[src/rtl/spi_pkg.sv]
// Shared constants, state encoding and CRC for the SPI status return path.
// Frame: done snapshot, error snapshot, sequence number, zero pad, CRC-4.
package spi_pkg;

    localparam int FRAME_W  = 24;
    localparam int DONE_MSB = 23;
    localparam int DONE_LSB = 12;
    localparam int ERR_BIT  = 11;
    localparam int SEQ_MSB  = 10;
    localparam int SEQ_LSB  = 8;
    localparam int CRC_MSB  = 3;
    localparam int CRC_LSB  = 0;

    localparam logic [3:0] CRC4_POLY = 4'h3;

    typedef enum logic [2:0] {
        IDLE,
        LOAD,
        SHIFT,
        DONE,
        HOLD,
        ABORT
    } state_t;

    // MSB-first, zero seed, no final inversion
    function automatic logic [3:0] crc4(input logic [19:0] d);
        logic [3:0] c;
        logic       fb;
        c = '0;
        for (int i = 19; i >= 0; i--) begin
            fb = c[3] ^ d[i];
            c  = {c[2:0], 1'b0};
            if (fb) c = c ^ CRC4_POLY;
        end
        return c;
    endfunction

endpackage

[src/rtl/spi_status_tx_if.sv]
// SPI bus between the host and the status responder.
// master = host side, slave = responder side.
interface spi_status_tx_if;

    logic spi_clock;
    logic cs_n;
    logic miso;
    logic miso_oe;

    modport master (
        output spi_clock,
        output cs_n,
        input  miso,
        input  miso_oe
    );

    modport slave (
        input  spi_clock,
        input  cs_n,
        output miso,
        output miso_oe
    );

endinterface

[src/rtl/spi_sync.sv]
// Multi-flop synchronizer followed by a rise/fall edge detector.
// RST_VAL is the idle level of the synchronized input.
module spi_sync #(
    parameter int   SYNC_STAGES = 2,
    parameter logic RST_VAL     = 1'b0
) (
    input  logic fpga_clock,
    input  logic reset_n,
    input  logic din,
    output logic rise,
    output logic fall
);

    logic [SYNC_STAGES-1:0] sr;
    logic                   prev;
    logic                   lvl;

    assign lvl = sr[SYNC_STAGES-1];

    always_ff @(posedge fpga_clock or negedge reset_n) begin
        if (!reset_n) begin
            sr   <= {SYNC_STAGES{RST_VAL}};
            prev <= RST_VAL;
        end else begin
            sr   <= {sr[SYNC_STAGES-2:0], din};
            prev <= lvl;
        end
    end

    assign rise = lvl & ~prev;
    assign fall = ~lvl & prev;

endmodule

[src/rtl/spi_status_tx.sv]
// SPI mode-0 status responder: sticky pwm_done/crc_error events are
// snapshotted into a CRC-protected 24-bit frame and shifted out on MISO.
module spi_status_tx
    import spi_pkg::*;
#(
    parameter int SYNC_STAGES = 2
) (
    input  logic             fpga_clock,
    input  logic             reset_n,
    spi_status_tx_if.slave   spi,
    input  logic [11:0]      pwm_done,
    input  logic             crc_error,
    output logic             tx_busy,
    output logic             frame_done
);

    localparam logic [4:0] LAST_BIT = 5'(FRAME_W - 1);
    localparam logic [4:0] FULL_CNT = 5'(FRAME_W);

    state_t               state, nxt;
    logic                 sclk_rise, sclk_fall;
    logic                 cs_rise, cs_fall;
    logic [FRAME_W-1:0]   shreg;
    logic [FRAME_W-1:0]   frame_now;
    logic [4:0]           bit_cnt;
    logic [2:0]           seq;
    logic [11:0]          done_sticky, snap_done, done_clr;
    logic                 err_sticky, snap_err, err_clr;

    spi_sync #(.SYNC_STAGES(SYNC_STAGES), .RST_VAL(1'b0)) u_sclk_sync (
        .fpga_clock (fpga_clock),
        .reset_n    (reset_n),
        .din        (spi.spi_clock),
        .rise       (sclk_rise),
        .fall       (sclk_fall)
    );

    spi_sync #(.SYNC_STAGES(SYNC_STAGES), .RST_VAL(1'b1)) u_cs_sync (
        .fpga_clock (fpga_clock),
        .reset_n    (reset_n),
        .din        (spi.cs_n),
        .rise       (cs_rise),
        .fall       (cs_fall)
    );

    always_comb begin
        frame_now                   = '0;
        frame_now[DONE_MSB:DONE_LSB] = done_sticky;
        frame_now[ERR_BIT]           = err_sticky;
        frame_now[SEQ_MSB:SEQ_LSB]   = seq;
        frame_now[CRC_MSB:CRC_LSB]   = crc4(frame_now[FRAME_W-1:CRC_MSB+1]);
    end

    // only the bits that were actually reported get cleared; new events win
    assign done_clr = (state == DONE) ? snap_done : '0;
    assign err_clr  = (state == DONE) ? snap_err  : 1'b0;

    always_ff @(posedge fpga_clock or negedge reset_n) begin
        if (!reset_n) state <= IDLE;
        else          state <= nxt;
    end

    always_comb begin
        nxt        = state;
        frame_done = 1'b0;
        unique case (state)
            IDLE:  if (cs_fall) nxt = LOAD;
            LOAD:  nxt = cs_rise ? ABORT : SHIFT;
            SHIFT: begin
                if (sclk_rise && bit_cnt == LAST_BIT) nxt = DONE;
                else if (cs_rise)                     nxt = ABORT;
            end
            DONE: begin
                frame_done = 1'b1;
                nxt        = cs_rise ? IDLE : HOLD;
            end
            HOLD:  if (cs_rise) nxt = IDLE;
            ABORT: nxt = IDLE;
            default: nxt = IDLE;
        endcase
    end

    always_ff @(posedge fpga_clock or negedge reset_n) begin
        if (!reset_n) begin
            done_sticky <= '0;
            err_sticky  <= 1'b0;
            snap_done   <= '0;
            snap_err    <= 1'b0;
            shreg       <= '0;
            bit_cnt     <= '0;
            seq         <= '0;
        end else begin
            done_sticky <= (done_sticky & ~done_clr) | pwm_done;
            err_sticky  <= (err_sticky & ~err_clr) | crc_error;
            unique case (state)
                LOAD: begin
                    snap_done <= done_sticky;
                    snap_err  <= err_sticky;
                    shreg     <= frame_now;
                    bit_cnt   <= '0;
                end
                SHIFT: begin
                    if (sclk_rise) bit_cnt <= bit_cnt + 5'd1;
                    if (sclk_fall && bit_cnt < FULL_CNT)
                        shreg <= {shreg[FRAME_W-2:0], 1'b0};
                end
                DONE:    seq <= seq + 3'd1;
                default: ;
            endcase
        end
    end

    always_comb begin
        spi.miso = 1'b0;
        unique case (state)
            LOAD:    spi.miso = frame_now[FRAME_W-1];
            SHIFT:   spi.miso = shreg[FRAME_W-1];
            default: spi.miso = 1'b0;
        endcase
    end

    assign spi.miso_oe = (state != IDLE);
    assign tx_busy     = (state != IDLE);

endmodule

[src/flat_wrapper.sv]
// flat-port wrapper written by rule: the top's interface ports become plain ports
module spi_status_tx_flat import spi_pkg::*;
#(
    parameter int SYNC_STAGES = 2
)
  (fpga_clock, reset_n, pwm_done, crc_error, tx_busy, frame_done, spi_spi_clock, spi_cs_n, spi_miso, spi_miso_oe);
  spi_status_tx_if spi_i ();
  input  logic fpga_clock;
  input  logic reset_n;
  input  logic [11:0] pwm_done;
  input  logic crc_error;
  output logic tx_busy;
  output logic frame_done;
  input wire logic [$bits(spi_i.spi_clock)-1:0] spi_spi_clock;
  input wire logic [$bits(spi_i.cs_n)-1:0] spi_cs_n;
  output wire logic [$bits(spi_i.miso)-1:0] spi_miso;
  output wire logic [$bits(spi_i.miso_oe)-1:0] spi_miso_oe;
  assign spi_i.spi_clock = spi_spi_clock;
  assign spi_i.cs_n = spi_cs_n;
  assign spi_miso = spi_i.miso;
  assign spi_miso_oe = spi_i.miso_oe;
  spi_status_tx #(.SYNC_STAGES(SYNC_STAGES)) u_core (.fpga_clock(fpga_clock), .reset_n(reset_n), .spi(spi_i), .pwm_done(pwm_done), .crc_error(crc_error), .tx_busy(tx_busy), .frame_done(frame_done));
endmodule
[config.mk]
export PLATFORM = sky130hd
export DESIGN_NAME = spi_status_tx_flat
export DESIGN_NICKNAME = d
export VERILOG_FILES = /design/src/rtl/spi_pkg.sv /design/src/rtl/spi_status_tx_if.sv /design/src/rtl/spi_sync.sv /design/src/rtl/spi_status_tx.sv /design/src/flat_wrapper.sv
export SDC_FILE = /design/constraint.sdc
export NUM_CORES = 1
export LEC_CHECK = 0
export CORE_MARGIN = 10
export CORE_UTILIZATION = 58
export CTS_CLUSTER_DIAMETER = 30
export DETAILED_ROUTE_END_ITERATION = 16
export PLACE_DENSITY_LB_ADDON = 0.3
export SYNTH_ARGS = -nofsm -noshare
export SYNTH_HDL_FRONTEND = slang
export SYNTH_SLANG_ARGS = --single-unit
[constraint.sdc]
create_clock -name fpga_clock -period 2.18 [get_ports fpga_clock]
set_input_delay 0.436 -clock fpga_clock [delete_from_list [all_inputs] [get_ports fpga_clock]]
set_output_delay 0.436 -clock fpga_clock [all_outputs]
set_load 0.03 [all_outputs]
==> flow_summary.json <==
{
  "clk_pin_slew_worst_paths_ns": 0.07,
  "ir_worst_vdd_mv": 0.695,
  "grt_max_degree": 33,
  "ys_seq_area_frac": 0.554,
  "cp_max_fo": 7,
  "yosysTopAreaCell": "dfrtp_1",
  "ys.flop_type": "dfrtp_1",
  "synth_area_leaders": "dfrtp_1 (53%), nand2_1 (11%), mux2i_1 (5.6%)",
  "p_leak_uw": 0.00162,
  "ant_nets": 0,
  "drive_gt1_frac": 0.135,
  "die-area_um2": 8530,
  "rsz0062_at_grt": "no",
  "r2r_cells": 5,
  "reg2reg_from": "u_core.done_sticky[6]",
  "cts_root_buf": "clkbuf_8",
  "dr.pass1.iters": 4,
  "cp-end-kind": "output pin",
  "arrival_ns": 1.68,
  "dp_hpwl_um": 4130,
  "route.vias.total": 2099,
  "r2r-end": "u_core.shreg[3]",
  "viasPerCell": 5.40,
  "totalWireLength_um": 6070,
  "synth_commonest_cells": "nand2_1 (85), dfrtp_1 (64), o21ai_0 (24)",
  "cts_buffers": 9,
  "hold_violations": 0,
  "syn_area_um2": 3040,
  "setup_viol": 0,
  "grt_antenna_before_repair": 0,
  "power_density_nw_per_um2": 1340,
  "synth_top_area_share": 0.528,
  "tritoncts": "done",
  "async_reset_ff_frac": 1.00,
  "synth-edff-count": 0,
  "worstPathRequired_ns": 1.74,
  "track_usage": 0.148,
  "max_freq_ghz": 0.473,
  "die_w_um": 92.3,
  "grt-ovfl-total": 0,
  "synth_fp_nets": 306,
  "netlist_instances": 287,
  "fin_tns_setup_ns": 0,
  "utilization": 0.701,
  "port-buffer-count": 20,
  "yosysUniqueCellTypes": 36,
  "grt_pass1_vias": 2163,
  "grt_pass1_wl_um": 10200,
  "syn_area_per_cell_um2": 10.6,
  "crit_path_top_delay_cell": "dfrtp_1",
  "worst_slew_margin_rel": 0.593,
  "clock_sinks": 67,
  "synth_warnings": 0,
  "maxCapViolations": 0,
  "status": "complete, no violations",
  "r2r_slack_ns": 0.34,
  "final_nets": 333,
  "final.min_clock_period_ns": 2.12,
  "ios": 21,
  "first_iter_violations": 71,
  "crit_type": "flip-flop to output pin",
  "initial_core_util": 0.594,
  "synth_seq_cells": 67,
  "clock_latency_ns": 0.34,
  "dieHeight_um": 92.3,
  "slew_viol_final": 0,
  "drc": 0,
  "hold_slack_ns": 0.0369,
  "gp_congestion": 0.768,
  "crit_path_cell_trace": "buf_4, or3_1, clkdlybuf4s15_1",
  "yosysMostFrequentCell": "nand2_1",
  "fin_crit_sh": 0.971,
  "cts_max_path_buffers": 2,
  "tightest_slew_ns": 0.609,
  "core_um2": 5110,
  "drt-wirelength-per-cell_um": 15.6,
  "fp-row-count": 26,
  "areaGrowthSynthToFinish_pct": 17.9,
  "clock_skew_ns": 0.00619,
  "htree_levels": 3,
  "ctsHoldBuffers": 0,
  "hp-class": "input port to async pin",
  "critPathMaxStageDelay_ns": 0.44,
  "crit_path_start_kind": "flip-flop",
  "antennaDiodeCount": 0
}
==> cell usage in the layout, fill, tap and decap left out, types with 3 or more instances in the layout <==
cell             Yosys  final
a21o_1              13     13
xnor2_1             12     12
xor2_1               8      8
dfrtp_1             64     64
nor2_1               7      7
clkbuf_8             0     12
buf_4                1     11
xnor3_1              3      3
o21ai_0             24     24
dfstp_2              3      3
clkdlybuf4s50_1      0     15
nand2_1             85     85
mux2i_1             17     17
a21oi_1              3      3
==> power by group <==
group	switching (µW)	leakage [µW]	internal [µW]
Sequential	291	0.000772	1670
Combinational	958	0.000742	806
Clock	447	0.000107	621
Total	1700	0.00162	3090
==> registers in the layout (all words and copies together), names as in the netlist <==
name	cells
u_core.snap_err	1
u_core.snap_done	12
u_core.err_sticky	1
u_core.u_cs_sync.prev	1
u_core.bit_cnt	5
u_core.u_cs_sync.sr	2
u_core.u_sclk_sync.prev	1
u_core.seq	3
u_core.u_sclk_sync.sr	2
u_core.state	3
u_core.done_sticky	12
u_core.shreg	24
==> critical path: cells and delay by family (launching register included) <==
family,cells,cell delay (ns)
flip-flops,1,0.44
AND/OR/NAND/NOR,1,0.36
buffers and inverters,2,0.53
==> final cells by class <==
cell class	instances	area [µm²]
Clock buffer	14	173
Timing Repair Buffer	32	299
Tap cell	70	87.6
Clock inverter	2	35.0
Multi-Input combinational cell	203	1300
Sequential cell	67	1680
Inverter	1	3.75
Fill cell	397	1530
==> what timing repair did <==
| item | 4_1_cts | 5_1_grt |
|---|---|---|
| resized for setup | 3 | 7 |
| setup buffers | 1 | 0 |
| setup endpoints to repair | 3 | 10 |
==> worst max-delay path by stage <==
stage	to	cells after the start	from
final	tx_busy	3	u_core.state[0]
after global routing	tx_busy	3	u_core.state[0]
after CTS	spi_miso	5	u_core.state[0]
after detailed placement	u_core.shreg[20]	5	u_core.state[1]
after global placement	u_core.shreg[20]	5	u_core.state[1]
after floorplan	spi_miso	5	u_core.state[2]
==> metrics by stage <==
stage,cells,instance area [µm²],power [µW],setup WS (ns)
after floorplan,287,3040,3230,0.257
after global placement,372,3350,3610,0.167
after detailed placement,372,3350,3700,0.0810
after CTS,389,3560,4770,0.0129
after global routing,389,3580,5120,0.00642
final,389,3580,4790,0.0641
==> per-layer routing <==
layer | share of wire | GRT usage | up-vias
li1 | - | - | 1010
met1 | 0.46 | 0.185 | 1042
met2 | 0.48 | 0.236 | 40
met3 | 0.040 | 0.0476 | 7
met4 | 0.012 | 0.0540 | 0
met5 | 0 | 0 | -
==> kinds of logic (layout without fill, tap and decap cells) <==
family          after synthesis  count (layout)  synth area share
flops                        67              67             0.554
compound gates               49              49            0.0985
buf+inv                      17              49            0.0239
simple gates                108             108             0.157
fa+ha+maj                     2               2           0.00824
mux                          18              18            0.0598
xor+xnor                     26              26            0.0985
Power figures use the tool's default switching activity.
